**config.mk**
```make
export PLATFORM = sky130hd
export DESIGN_NAME = layer_priority_arbiter
export DESIGN_NICKNAME = d
export VERILOG_FILES = /design/src/rtl/vga_pkg.sv /design/src/rtl/priority_encoder_dr.sv /design/src/rtl/layer_priority_arbiter.sv
export SDC_FILE = /design/constraint.sdc
export NUM_CORES = 1
export LEC_CHECK = 0
export BUFFER_PORTS_ARGS = -buffer_cell sky130_fd_sc_hd__buf_2
export CAP_MARGIN = 20
export CORE_ASPECT_RATIO = 0.8
export CORE_MARGIN = 4
export CORE_UTILIZATION = 25
export CTS_BUF_LIST = sky130_fd_sc_hd__clkbuf_4 sky130_fd_sc_hd__clkbuf_8 sky130_fd_sc_hd__clkbuf_16
export DETAILED_ROUTE_END_ITERATION = 12
export GPL_TIMING_DRIVEN = 0
export SETUP_SLACK_MARGIN = 0.5
export SLEW_MARGIN = 10
export SYNTH_ARGS = -nofsm -noshare
export SYNTH_HDL_FRONTEND = slang
export SYNTH_HIERARCHICAL = 1
export SYNTH_SLANG_ARGS = --single-unit
```
**constraint.sdc**
```tcl
create_clock -name clk -period 1.2 [get_ports clk]
set_input_delay 0.18 -clock clk [delete_from_list [all_inputs] [get_ports clk]]
set_output_delay 0.18 -clock clk [all_outputs]
set_load 0.02 [all_outputs]
```
**src/rtl/vga_pkg.sv**
```systemverilog
// Shared VGA-path definitions: pixel colour type, default visible area,
// transparency code and the layer arbiter state encoding.
package vga_pkg;

  typedef logic [7:0] rgb_t;

  localparam rgb_t TRANSPARENT_ENCODING_DEF = 8'hFF;
  localparam int   X_VISIBLE_DEF            = 640;
  localparam int   Y_VISIBLE_DEF            = 480;

  typedef enum logic [1:0] {
    WAIT_SOF = 2'd0,
    RUN      = 2'd1,
    LATCHED  = 2'd2
  } arb_state_t;

endpackage : vga_pkg

```
**src/rtl/priority_encoder_dr.sv**
```systemverilog
// Lowest-index-wins select over a vector of drawing requests. Shared by the
// layer arbiter and the score/HUD overlay mux.
module priority_encoder_dr #(
  parameter int N     = 4,
  parameter int IDX_W = $clog2(N) + 1
) (
  input  logic [N-1:0]     i_req,
  output logic [IDX_W-1:0] o_idx,
  output logic             o_valid
);

  // Scan from the top down so the lowest requesting index is the last write.
  always_comb begin
    o_idx   = '0;
    o_valid = 1'b0;
    for (int i = N - 1; i >= 0; i--) begin
      if (i_req[i]) begin
        o_idx   = IDX_W'(i);
        o_valid = 1'b1;
      end
    end
  end

endmodule : priority_encoder_dr

```
**src/rtl/layer_priority_arbiter.sv**
```systemverilog
// Per-pixel layer arbiter for the VGA path. Picks the highest-priority active
// object layer (or the background), registers the colour, and tracks layer
// overlaps per frame: one pulse on the first overlap, plus a per-layer hit
// snapshot handed over at every start of frame.
module layer_priority_arbiter
  import vga_pkg::*;
#(
  parameter int   NUM_LAYERS           = 4,
  parameter rgb_t TRANSPARENT_ENCODING = TRANSPARENT_ENCODING_DEF,
  parameter int   X_VISIBLE            = X_VISIBLE_DEF,
  parameter int   Y_VISIBLE            = Y_VISIBLE_DEF
) (
  input  logic                               clk,
  input  logic                               resetN,
  input  logic                               startOfFrame,
  input  logic [10:0]                        pixelX,
  input  logic [10:0]                        pixelY,
  input  logic [NUM_LAYERS-1:0]              layerDR,
  input  logic [NUM_LAYERS-1:0][7:0]         layerRGB,
  input  logic [7:0]                         BG_RGB,
  input  logic                               border,
  output logic [7:0]                         RGBOut,
  output logic [$clog2(NUM_LAYERS):0]        drawnLayer,
  output logic                               collisionPulse,
  output logic [NUM_LAYERS-1:0]              frameHits
);

  localparam int IDX_W = $clog2(NUM_LAYERS) + 1;
  localparam int SEL_W = (NUM_LAYERS > 1) ? $clog2(NUM_LAYERS) : 1;
  // Wide enough to count every layer plus the border contributor.
  localparam int CNT_W = $clog2(NUM_LAYERS + 2);

  localparam logic [10:0]      X_LIM  = 11'(X_VISIBLE);
  localparam logic [10:0]      Y_LIM  = 11'(Y_VISIBLE);
  localparam logic [IDX_W-1:0] BG_IDX = IDX_W'(NUM_LAYERS);

  // Control state
  arb_state_t r_state;
  arb_state_t w_state_next;

  // Frame hit tracking
  logic [NUM_LAYERS-1:0] r_hit_acc;
  logic [NUM_LAYERS-1:0] w_hit_acc_next;
  logic [NUM_LAYERS-1:0] r_frame_hits;
  logic [NUM_LAYERS-1:0] w_frame_hits_next;

  // Output register
  rgb_t             r_rgb;
  rgb_t             w_rgb_next;
  logic [IDX_W-1:0] r_layer;
  logic [IDX_W-1:0] w_layer_next;
  logic             r_pulse;
  logic             w_pulse_next;

  // Per-pixel decode
  logic [NUM_LAYERS-1:0] w_active;
  logic                  w_visible;
  logic [CNT_W-1:0]      w_count;
  logic                  w_collision;
  logic [IDX_W-1:0]      w_win_idx;
  logic                  w_win_valid;
  rgb_t                  w_win_rgb;

  // A layer draws only when it requests and its colour is not the see-through code.
  always_comb begin
    w_active = '0;
    for (int i = 0; i < NUM_LAYERS; i++) begin
      w_active[i] = layerDR[i] && (layerRGB[i] != TRANSPARENT_ENCODING);
    end
  end

  assign w_visible = (pixelX < X_LIM) && (pixelY < Y_LIM);

  // Count contributors at this pixel; the border counts as one more.
  always_comb begin
    w_count = CNT_W'(border);
    for (int i = 0; i < NUM_LAYERS; i++) begin
      w_count = w_count + CNT_W'(w_active[i]);
    end
  end

  assign w_collision = w_visible && (w_count >= CNT_W'(2));

  priority_encoder_dr #(
    .N     (NUM_LAYERS),
    .IDX_W (IDX_W)
  ) u_prio_enc (
    .i_req   (w_active),
    .o_idx   (w_win_idx),
    .o_valid (w_win_valid)
  );

  assign w_win_rgb = layerRGB[w_win_idx[SEL_W-1:0]];

  // Frame FSM: start of frame hands off the hit snapshot and re-arms the pulse;
  // the start-of-frame pixel itself never takes part in collision detection.
  always_comb begin
    w_state_next      = r_state;
    w_hit_acc_next    = r_hit_acc;
    w_frame_hits_next = r_frame_hits;
    w_pulse_next      = 1'b0;
    if (startOfFrame) begin
      w_frame_hits_next = r_hit_acc;
      w_hit_acc_next    = '0;
      w_state_next      = RUN;
    end else begin
      case (r_state)
        WAIT_SOF: begin
          w_state_next = WAIT_SOF;
        end
        RUN: begin
          if (w_collision) begin
            w_hit_acc_next = r_hit_acc | w_active;
            w_pulse_next   = 1'b1;
            w_state_next   = LATCHED;
          end
        end
        LATCHED: begin
          if (w_collision) begin
            w_hit_acc_next = r_hit_acc | w_active;
          end
        end
        default: begin
          w_state_next = WAIT_SOF;
        end
      endcase
    end
  end

  // Colour select: black until the first frame starts and outside the visible
  // area, otherwise the winning layer or the background.
  always_comb begin
    w_rgb_next   = 8'h00;
    w_layer_next = BG_IDX;
    if (w_visible && ((r_state != WAIT_SOF) || startOfFrame)) begin
      if (w_win_valid) begin
        w_rgb_next   = w_win_rgb;
        w_layer_next = w_win_idx;
      end else begin
        w_rgb_next   = BG_RGB;
        w_layer_next = BG_IDX;
      end
    end
  end

  // FSM state register.
  always_ff @(posedge clk or negedge resetN) begin
    if (!resetN) begin
      r_state <= WAIT_SOF;
    end else begin
      r_state <= w_state_next;
    end
  end

  // Hit accumulator and per-frame snapshot.
  always_ff @(posedge clk or negedge resetN) begin
    if (!resetN) begin
      r_hit_acc    <= '0;
      r_frame_hits <= '0;
    end else begin
      r_hit_acc    <= w_hit_acc_next;
      r_frame_hits <= w_frame_hits_next;
    end
  end

  // Registered pixel output and collision pulse.
  always_ff @(posedge clk or negedge resetN) begin
    if (!resetN) begin
      r_rgb   <= 8'h00;
      r_layer <= BG_IDX;
      r_pulse <= 1'b0;
    end else begin
      r_rgb   <= w_rgb_next;
      r_layer <= w_layer_next;
      r_pulse <= w_pulse_next;
    end
  end

  assign RGBOut         = r_rgb;
  assign drawnLayer     = r_layer;
  assign collisionPulse = r_pulse;
  assign frameHits      = r_frame_hits;

endmodule : layer_priority_arbiter

```
==> impl_metrics.json, run 1 <==
{
  "p_clk_frac": 0.355,
  "setup.worst_path.start": "layerRGB[23]",
  "tritoncts.num_buffers": 3,
  "synth.largest_area_cell": "sky130_fd_sc_hd__dfrtp_1",
  "tns_ns": -8.03,
  "regArea_sq_um": 557,
  "synthesis.nets": 187,
  "power.net_switching_w": 0.000485,
  "place_ws_ns": -1.00,
  "route.detailed.drc": 0,
  "netlist_top_cells_count": "sky130_fd_sc_hd__dfrtp_1, sky130_fd_sc_hd__nor2_1, sky130_fd_sc_hd__nand4_1, sky130_fd_sc_hd__mux2i_1, sky130_fd_sc_hd__mux4_2",
  "clock-root-buffer": "sky130_fd_sc_hd__clkbuf_8",
  "switching_share": 0.246,
  "sink_count_of_the_clock_tree": 22,
  "final_min_period_over_clock_period": 1.49,
  "worst-path-max-fanout": 4,
  "final.setup_skew_ns": 0.00807,
  "ys_types": 35,
  "max_slew_margin": 0.616,
  "synth.top_cell.area_share": 0.402,
  "cellLeakagePower_nw": 1.07,
  "route.vias.total": 1231,
  "i_o_pin_count": 86,
  "violations": "negative hold slack, negative setup slack",
  "drive_above_1_share": 0.635,
  "r2r.worst_path.cells": 5,
  "worstSkewPairLatency_ns": 0.27,
  "number_of_global_route_vias_before_repair": 1335,
  "fillCellCount": 479,
  "worst-path-stages": 9,
  "critical-path-max-stage-delay_ns": 0.51,
  "avgRoutedWirePerCell_um": 15.5,
  "grt_first_pass_wirelength_mm": 6.25,
  "clock_tree_from_tritoncts": "done",
  "clock_pin_slew_on_the_worst_setup_and_hold_paths_ns": 0.08,
  "synth_most_common_cell": "sky130_fd_sc_hd__dfrtp_1",
  "final_max_slew_viol_count": 0,
  "powerDensity_nw_per_um2": 904,
  "period_minus_slack_ns": 1.79,
  "critical_path_class": "input pin to register",
  "final.hold.worst_slack_ns": -0.142,
  "worst_slack_ns": -0.592,
  "initial_core_utilization": 0.260,
  "finalSetupViolCount": 17,
  "worst_ir_drop_vdd_mv": 0.500,
  "syn2layout_area_growth_pct": 66.5,
  "finish.instance_area_sq_um": 2180,
  "comb_pwr_share": 0.249,
  "port_buffers": 72,
  "route.final.wire_length_mm": 4.07,
  "critical-path-slowest-cell": "sky130_fd_sc_hd__fa_1",
  "die_area_sq_um": 6460,
  "rsz0062_at_grt": "yes",
  "pin_count_of_the_biggest_net_entering_global_routing": 23,
  "postSynthAreaPerCell_sq_um": 11.7,
  "syn_inst": 112,
  "place.detailed.hpwl_mm": 3.19,
  "chipWidth_um": 88.9,
  "synth_ff_type": "sky130_fd_sc_hd__dfrtp_1",
  "vias_per_cell": 4.70,
  "numPlacedInstances": 246,
  "post_layout_nonfiller_instances": 262,
  "core_sq_um": 5040,
  "required_ns": 1.37,
  "die-height_um": 72.7,
  "yosysSeqAreaShare": 0.422,
  "instance_area_at_placement_sq_um": 1770,
  "dr.first_iter.drc_count": 72,
  "tightest_slew_ns": 0.572,
  "global_route_overflow": 0,
  "antenna_violating_nets_post_route": 0,
  "clock.fmax_ghz": 0.558,
  "antenna_found_initial": 0,
  "postSynth.asyncResetShare": 1.00,
  "syn-cell-area_sq_um": 1310,
  "fp-row-count": 23,
  "multi_input_comb_area_sq_um": 805,
  "outcome": "complete, but fails checks",
  "gp_routability_congestion": 0.770,
  "holdCritPathClass": "input pin to async pin",
  "critPathBufInv": 2,
  "drt-pass1-iter-count": 4,
  "reg2reg_from": "r_state[0]",
  "worst_path_dominant_cell_family": "adder cells",
  "final_hold_viol_count": 21,
  "max_cap_violations": 0,
  "synth_warnings": 6,
  "power_report.internal_total_w": 0.00148,
  "synth_enable_flop_cells": 0,
  "timing.critical_path.arrival_ns": 1.96,
  "cts_htree_levels": 1,
  "ctsLongestPathBuffers": 2,
  "nNetsFinal": 276,
  "start_kind": "input pin",
  "endpoint_kind": "register",
  "grtUsageTotal": 0.129,
  "yosys-top-cells-area": "sky130_fd_sc_hd__dfrtp_1, sky130_fd_sc_hd__mux4_2, sky130_fd_sc_hd__mux2i_1",
  "worstPathCellList": "buf_6, nand4_1, o21a_1, fa_1, ha_4, or2_4, o211ai_1, buf_4, o2bb2ai_4",
  "diodes": 0,
  "seqPwrFrac": 0.395,
  "ys_ff_latch": 22
}
worst reg2reg max path, stage by stage (launching register included):
cell and delay [ns]:
sky130_fd_sc_hd__dfrtp_1 0.42, sky130_fd_sc_hd__inv_1 0.09, sky130_fd_sc_hd__ha_1 0.17, sky130_fd_sc_hd__inv_1 0.04, sky130_fd_sc_hd__o21ai_1 0.45, sky130_fd_sc_hd__nor2_1 0.13
cell families after synthesis:
| group | synth area share |
|---|---|
| AOI/OAI and AO/OA | 0.100 |
| adders and majority gates | 0.0536 |
| buffers and inverters | 0.0440 |
| DFF | 0.422 |
| muxes | 0.233 |
| other | 0.00287 |
| and+or+nand+nor | 0.144 |
state kept, by name (all words and copies together), names as in the netlist:
| name | flops |
|---|---|
| drawnLayer | 3 |
| RGBOut | 8 |
| r_state | 2 |
| collisionPulse | 1 |
| r_hit_acc | 4 |
| frameHits | 4 |
area by class of cell:
cell class | instances | share of cell area
multi-input combinational | 80 | 0.370
timing repair buffer | 84 | 0.276
sequential | 22 | 0.256
tap | 62 | 0.0356
buffer | 5 | 0.0218
clock buffer | 3 | 0.0190
clock inverter | 1 | 0.0138
inverter | 5 | 0.00862
routing by layer:
| metal | track usage | vias to the layer above | routed length (um) |
|---|---|---|---|
| met5 | 0 | - | 0 |
| met4 | 0.0503 | 0 | 61 |
| met3 | 0.0339 | 5 | 284 |
| met2 | 0.239 | 46 | 2220 |
| met1 | 0.138 | 581 | 1500 |
| li1 | - | 599 | - |
stage by stage:
step	total power (W)	util
floorplan	0.00101	-
global placement	0.00118	0.351
detailed placement	0.00118	0.351
CTS	0.00194	0.411
global route	0.00207	0.432
finish	0.00197	0.432
path summary, 6_finish.rpt:
path                                 end  slack, ns
max reg2reg                    RGBOut[4]      -0.24
min in group clk               RGBOut[1]       0.16
min reg2reg                 r_hit_acc[3]       0.51
max in group asynchronous  drawnLayer[2]       0.98
max                         r_hit_acc[1]      -0.59
min                         r_hit_acc[2]      -0.14
power by group through the flow:
stage               registers [W]  logic [W]  clock network [W]
finish                   0.000778   0.000491           0.000699
CTS                      0.000778   0.000454           0.000710
detailed placement       0.000789   0.000395                  0
floorplan                0.000803   0.000206                  0
global route             0.000780   0.000538           0.000748
global placement         0.000788   0.000393                  0
cell usage in the layout (no fill, tap or decap), types with 4 or more instances in the layout:
cell,n
sky130_fd_sc_hd__buf_4,13
sky130_fd_sc_hd__nor2_1,10
sky130_fd_sc_hd__dfrtp_1,17
sky130_fd_sc_hd__inv_1,4
sky130_fd_sc_hd__mux2i_1,8
sky130_fd_sc_hd__clkbuf_8,4
sky130_fd_sc_hd__nand2_1,6
sky130_fd_sc_hd__dfrtp_2,4
sky130_fd_sc_hd__mux4_2,8
sky130_fd_sc_hd__nand4_1,9
sky130_fd_sc_hd__buf_2,48
sky130_fd_sc_hd__buf_6,25
repair_timing:
action,4_1_cts,5_1_grt
endpoints found under the setup margin,38,38
buffers inserted,6,4
gates cloned,2,0
endpoints found under the hold margin,21,21
resized for setup,46,13
pin swaps,11,8
No activity file was read; power rests on OpenSTA's default activity.
==> run 2: changes to the inputs <==
==> constraint.sdc (replaced) <==
create_clock -name clk -period 2.29 [get_ports clk]
set_input_delay 0.3435 -clock clk [delete_from_list [all_inputs] [get_ports clk]]
set_output_delay 0.3435 -clock clk [all_outputs]
set_load 0.02 [all_outputs]
==> run 2 against run 1 <==
The run now ends clean. Clock skew down 0.0048 ns. Hold slack better by 0.18 ns. Total power down 49%. Largest power group unchanged.
==> impl_metrics.json, run 2 (synthesis results as in run 1) <==
{
  "start_kind": "input pin",
  "power_report.internal_total_w": 0.000764,
  "worst-path-max-fanout": 4,
  "final_min_period_over_clock_period": 0.850,
  "dr.first_iter.drc_count": 58,
  "outcome": "finished, final reports clean",
  "worst_ir_drop_vdd_mv": 0.227,
  "max_reg_flops": 8,
  "rsz0062_at_grt": "yes",
  "seqPwrFrac": 0.405,
  "ctsLongestPathBuffers": 2,
  "clock-root-buffer": "sky130_fd_sc_hd__clkbuf_8",
  "vias_per_cell": 4.78,
  "holdCritPathClass": "input pin to async pin",
  "nNetsFinal": 269,
  "p_clk_frac": 0.355,
  "drive_above_1_share": 0.585,
  "place.detailed.hpwl_mm": 3.11,
  "required_ns": 2.45,
  "fillCellCount": 496,
  "worstSkewPairLatency_ns": 0.26,
  "numPlacedInstances": 246,
  "pin_count_of_the_biggest_net_entering_global_routing": 23,
  "layout.cells.most_common": "sky130_fd_sc_hd__buf_2",
  "multi_input_comb_area_sq_um": 777,
  "core_sq_um": 5040,
  "global_route_overflow": 0,
  "cts_htree_levels": 1,
  "finalSetupViolCount": 0,
  "place_ws_ns": -0.0451,
  "critical_path_class": "input pin to register",
  "initial_core_utilization": 0.260,
  "antenna_violating_nets_post_route": 0,
  "chipWidth_um": 88.9,
  "layout_common_cells": "sky130_fd_sc_hd__buf_2, sky130_fd_sc_hd__dfrtp_1, sky130_fd_sc_hd__buf_6",
  "grt_first_pass_wirelength_mm": 5.99,
  "max_slew_margin": 0.626,
  "route.vias.total": 1219,
  "power.net_switching_w": 0.000238,
  "comb_pwr_share": 0.241,
  "clock_pin_slew_on_the_worst_setup_and_hold_paths_ns": 0.08,
  "switching_share": 0.238,
  "number_of_global_route_vias_before_repair": 1267,
  "gp_routability_congestion": 0.778,
  "tns_ns": 0,
  "clock_tree_from_tritoncts": "done",
  "timing.critical_path.arrival_ns": 2.10,
  "port_buffers": 72,
  "regArea_sq_um": 552,
  "route.final.wire_length_mm": 3.91,
  "post_layout_nonfiller_instances": 255,
  "tritoncts.num_buffers": 3,
  "clock.fmax_ghz": 0.514,
  "avgRoutedWirePerCell_um": 15.3,
  "cellLeakagePower_nw": 1.04,
  "final_max_slew_viol_count": 0,
  "route.detailed.drc": 0,
  "cts_hold_buffers": 0,
  "i_o_pin_count": 86,
  "endpoint_kind": "register",
  "powerDensity_nw_per_um2": 498,
  "antenna_found_initial": 0,
  "syn2layout_area_growth_pct": 54.1,
  "worst_slack_ns": 0.343,
  "period_minus_slack_ns": 1.95,
  "die_area_sq_um": 6460,
  "diodes": 0,
  "final_hold_viol_count": 0,
  "die-height_um": 72.7,
  "drt-pass1-iter-count": 4,
  "sink_count_of_the_clock_tree": 22,
  "max_cap_violations": 0,
  "tightest_slew_ns": 0.557,
  "final.setup_skew_ns": 0.00327,
  "fp-row-count": 23,
  "grtUsageTotal": 0.125
}
-- run 2: changes by cell type in the layout (fill, tap and decap cells not counted), sizes merged --
cell    change
buf         -6
clkbuf      -1
-- run 2: path summary, 6_finish.rpt --
path	start	to	slack, ns	cells after the start
worst max register to register	r_state[0]	RGBOut[6]	0.87	5
max in group asynchronous	resetN	drawnLayer[2]	1.90	1
min in group clk	BG_RGB[2]	RGBOut[2]	0.34	3
worst max-delay path	layerRGB[2]	r_hit_acc[1]	0.34	9
worst min register to register	r_hit_acc[3]	r_hit_acc[3]	0.49	1
worst min-delay path	resetN	frameHits[0]	0.03	1
-- run 2: stage by stage --
| stage | util | total power, W | area, sq um | hold slack [ns] |
|---|---|---|---|---|
| finish | 0.400 | 0.00100 | 2010 | 0.0334 |
| global route | 0.400 | 0.00107 | 2010 | 0.0785 |
| CTS | 0.384 | 0.00101 | 1930 | 0.0403 |
| detailed placement | 0.348 | 0.000618 | 1750 | 0.337 |
| global placement | 0.348 | 0.000618 | 1750 | 0.334 |
| floorplan | - | 0.000528 | 1310 | 0.0479 |
-- run 2: metal layers --
metal  routed length (um)  GRT usage  vias up
met5                    0          0        -
met4                   53     0.0403        0
met3                  220     0.0237        4
met2                 2110      0.227       40
met1                 1530      0.147      589
li1                     -          -      586
-- run 2: what timing repair did --
| item | CTS | global route |
|---|---|---|
| endpoints found under the setup margin | 15 | 15 |
| cloned | 1 | 0 |
| pin swaps | 11 | 1 |
| gates resized for setup | 13 | 14 |
| setup buffers | 4 | 0 |
-- run 2: critical path, cell delays in order --
cell and delay, ns:
sky130_fd_sc_hd__buf_6 0.07, sky130_fd_sc_hd__nand4_1 0.11, sky130_fd_sc_hd__o21a_2 0.26, sky130_fd_sc_hd__fa_1 0.50, sky130_fd_sc_hd__ha_4 0.17, sky130_fd_sc_hd__or2_4 0.23
sky130_fd_sc_hd__o211ai_1 0.17, sky130_fd_sc_hd__buf_4 0.18, sky130_fd_sc_hd__o2bb2ai_4 0.07
-- run 2: final cells by class --
cell class                 count  area share
inverter                       5     0.00932
sequential                    22       0.274
buffer                         5      0.0205
clock inverter                 1      0.0149
clock buffer                   3      0.0205
timing repair buffer          77       0.237
tap                           62      0.0385
multi-input combinational     80       0.386
-- run 2: power by group through the flow --
stage | logic (W) | registers [W] | clock network (W)
6_report | 0.000241 | 0.000406 | 0.000356
5_1_grt | 0.000265 | 0.000407 | 0.000394
4_1_cts | 0.000228 | 0.000405 | 0.000376
3_5_place_dp | 0.000206 | 0.000413 | 0
3_3_place_gp | 0.000205 | 0.000413 | 0
2_1_floorplan | 0.000107 | 0.000421 | 0
==> run 3: changes to the inputs <==
--- a/config.mk
+++ b/config.mk
@@ -5,7 +5,7 @@
 export SDC_FILE = /design/constraint.sdc
 export NUM_CORES = 1
 export LEC_CHECK = 0
-export BUFFER_PORTS_ARGS = -buffer_cell sky130_fd_sc_hd__buf_2
+export BUFFER_PORTS_ARGS = -buffer_cell sky130_fd_sc_hd__clkbuf_2
 export CAP_MARGIN = 20
 export CORE_ASPECT_RATIO = 0.8
 export CORE_MARGIN = 4
==> run 3 against run 2 <==
Worst setup slack improved by 0.011 ns. Via count fell by 3.4%. Cell count did not move. Register-to-register slack barely moved. Critical path type unchanged. Die area did not move. Non-clock buffer count did not move. Flip-flop and latch count did not move.
==> impl_metrics.json, run 3 (synthesis results as in run 1) <==
{
  "tightest_slew_ns": 0.551,
  "ctsLongestPathBuffers": 2,
  "max_slew_margin": 0.630,
  "worst_slack_ns": 0.355,
  "cts_hold_buffers": 0,
  "worstReg2RegEnd": "RGBOut[4]",
  "r2r.worst_path.cells": 5,
  "nNetsFinal": 269,
  "route.detailed.drc": 0,
  "worst_ir_drop_vdd_mv": 0.303,
  "chipWidth_um": 88.9,
  "reg2reg_from": "r_state[0]",
  "max_reg_flops": 8,
  "clock-root-buffer": "sky130_fd_sc_hd__clkbuf_8",
  "grt_first_pass_wirelength_mm": 6.05,
  "cts_htree_levels": 1,
  "route.final.wire_length_mm": 3.82,
  "die_area_sq_um": 6460,
  "layout_common_cells": "sky130_fd_sc_hd__clkbuf_2, sky130_fd_sc_hd__dfrtp_1, sky130_fd_sc_hd__buf_6",
  "syn2layout_area_growth_pct": 52.5,
  "vias_per_cell": 4.62,
  "final_hold_viol_count": 0,
  "layout.cells.most_common": "sky130_fd_sc_hd__clkbuf_2",
  "clock_pin_slew_on_the_worst_setup_and_hold_paths_ns": 0.08,
  "place.detailed.hpwl_mm": 3.14,
  "dr.first_iter.drc_count": 66,
  "start_kind": "input pin",
  "fp-row-count": 23,
  "grtUsageTotal": 0.124,
  "required_ns": 2.44,
  "numPlacedInstances": 246,
  "period_minus_slack_ns": 1.94,
  "global_route_overflow": 0,
  "critical_path_class": "input pin to register",
  "worst_setup_path_endpoint": "r_hit_acc[1]",
  "drive_above_1_share": 0.580,
  "cellLeakagePower_nw": 1.03,
  "initial_core_utilization": 0.260,
  "tns_ns": 0,
  "holdCritPathClass": "input pin to async pin",
  "setup.worst_path.start": "layerRGB[2]",
  "powerDensity_nw_per_um2": 501,
  "final.setup_skew_ns": 0.00207,
  "antenna_violating_nets_post_route": 0,
  "post_layout_nonfiller_instances": 255,
  "route.vias.total": 1177,
  "tritoncts.num_buffers": 3,
  "port_buffers": 72,
  "gp_routability_congestion": 0.777,
  "max_cap_violations": 0,
  "outcome": "finished, final reports clean",
  "clock_tree_from_tritoncts": "done",
  "worstSkewPairLatency_ns": 0.26,
  "drt-pass1-iter-count": 4,
  "place_ws_ns": -0.0661,
  "timing.critical_path.arrival_ns": 2.09,
  "antenna_found_initial": 0,
  "finalSetupViolCount": 0,
  "final_max_slew_viol_count": 0,
  "endpoint_kind": "register",
  "pin_count_of_the_biggest_net_entering_global_routing": 23,
  "core_sq_um": 5040,
  "sink_count_of_the_clock_tree": 22,
  "rsz0062_at_grt": "yes",
  "number_of_global_route_vias_before_repair": 1257,
  "worst-path-max-fanout": 4,
  "register_to_register_setup_slack_ns": 0.88,
  "diodes": 0,
  "die-height_um": 72.7,
  "clock.fmax_ghz": 0.517,
  "i_o_pin_count": 86,
  "final.hold.worst_slack_ns": 0.0556,
  "avgRoutedWirePerCell_um": 15.0,
  "final_min_period_over_clock_period": 0.845
}
==> run 3: cell count changes in the layout (fill, tap and decap cells not counted) <==
cell / change
sky130_fd_sc_hd__clkbuf_2: +61
sky130_fd_sc_hd__buf_2: -60
sky130_fd_sc_hd__buf_4: +1
sky130_fd_sc_hd__buf_6: -1
sky130_fd_sc_hd__clkbuf_4: -1
sky130_fd_sc_hd__o21a_1: +1
sky130_fd_sc_hd__o21a_2: -1
sky130_fd_sc_hd__o2bb2ai_2: +1
sky130_fd_sc_hd__o2bb2ai_4: -1
==> run 3: critical path, cell delays in order <==
cell	delay (ns)
sky130_fd_sc_hd__buf_6	0.07
sky130_fd_sc_hd__nand4_1	0.12
sky130_fd_sc_hd__o21a_2	0.26
sky130_fd_sc_hd__fa_1	0.50
sky130_fd_sc_hd__ha_4	0.17
sky130_fd_sc_hd__or2_4	0.23
sky130_fd_sc_hd__o211ai_1	0.17
sky130_fd_sc_hd__buf_4	0.17
sky130_fd_sc_hd__o2bb2ai_2	0.06
==> run 3: area by class of cell <==
| type | count | area (sq um) |
|---|---|---|
| clock inverters | 1 | 30.0 |
| well taps | 62 | 77.6 |
| inverters | 5 | 18.8 |
| clock buffers | 3 | 41.3 |
| multi-input cells | 80 | 763 |
| repair buffers | 77 | 470 |
| flip-flops and latches | 22 | 552 |
| plain buffers | 5 | 41.3 |
| fillers | 497 | 3040 |
==> run 3: where the power goes <==
| part | internal [W] | switching, W | leakage [nW] | total [W] |
|---|---|---|---|---|
| combinational | 0.000130 | 0.000108 | 0.697 | 0.000238 |
| sequential | 0.000399 | 0.00000623 | 0.298 | 0.000406 |
| clock | 0.000233 | 0.000123 | 0.0357 | 0.000356 |
==> run 3: routing by layer <==
metal / track usage / vias up / part of all wire
met5: 0 / - / 0
li1: - / 581 / -
met3: 0.0282 / 2 / 0.054
met4: 0.0302 / 0 / 0.0089
met2: 0.221 / 34 / 0.53
met1: 0.150 / 560 / 0.40
==> run 3: how the worst min path moves through the flow <==
stage            from              to  cells past startpoint
3_3_place_gp   resetN    frameHits[2]                      1
3_5_place_dp   resetN    frameHits[0]                      1
4_1_cts        resetN    frameHits[2]                      1
2_1_floorplan  resetN       RGBOut[0]                      0
5_1_grt        resetN  collisionPulse                      1
6_report       resetN    frameHits[0]                      1
==> run 3: through the flow <==
| step | power [W] | util | cell area, sq um |
|---|---|---|---|
| after CTS | 0.00100 | 0.380 | 1920 |
| after floorplan | 0.000528 | - | 1310 |
| final | 0.000999 | 0.396 | 1990 |
| after detailed placement | 0.000619 | 0.348 | 1750 |
| after global routing | 0.00107 | 0.396 | 1990 |
| after global placement | 0.000618 | 0.348 | 1750 |
==> run 3: timing repair <==
action,4_1_cts,5_1_grt
resized for setup,11,13
setup endpoints to repair,15,15
gates cloned,1,0
hold endpoints to repair,0,0
buffers inserted,4,0
pin swaps,9,5
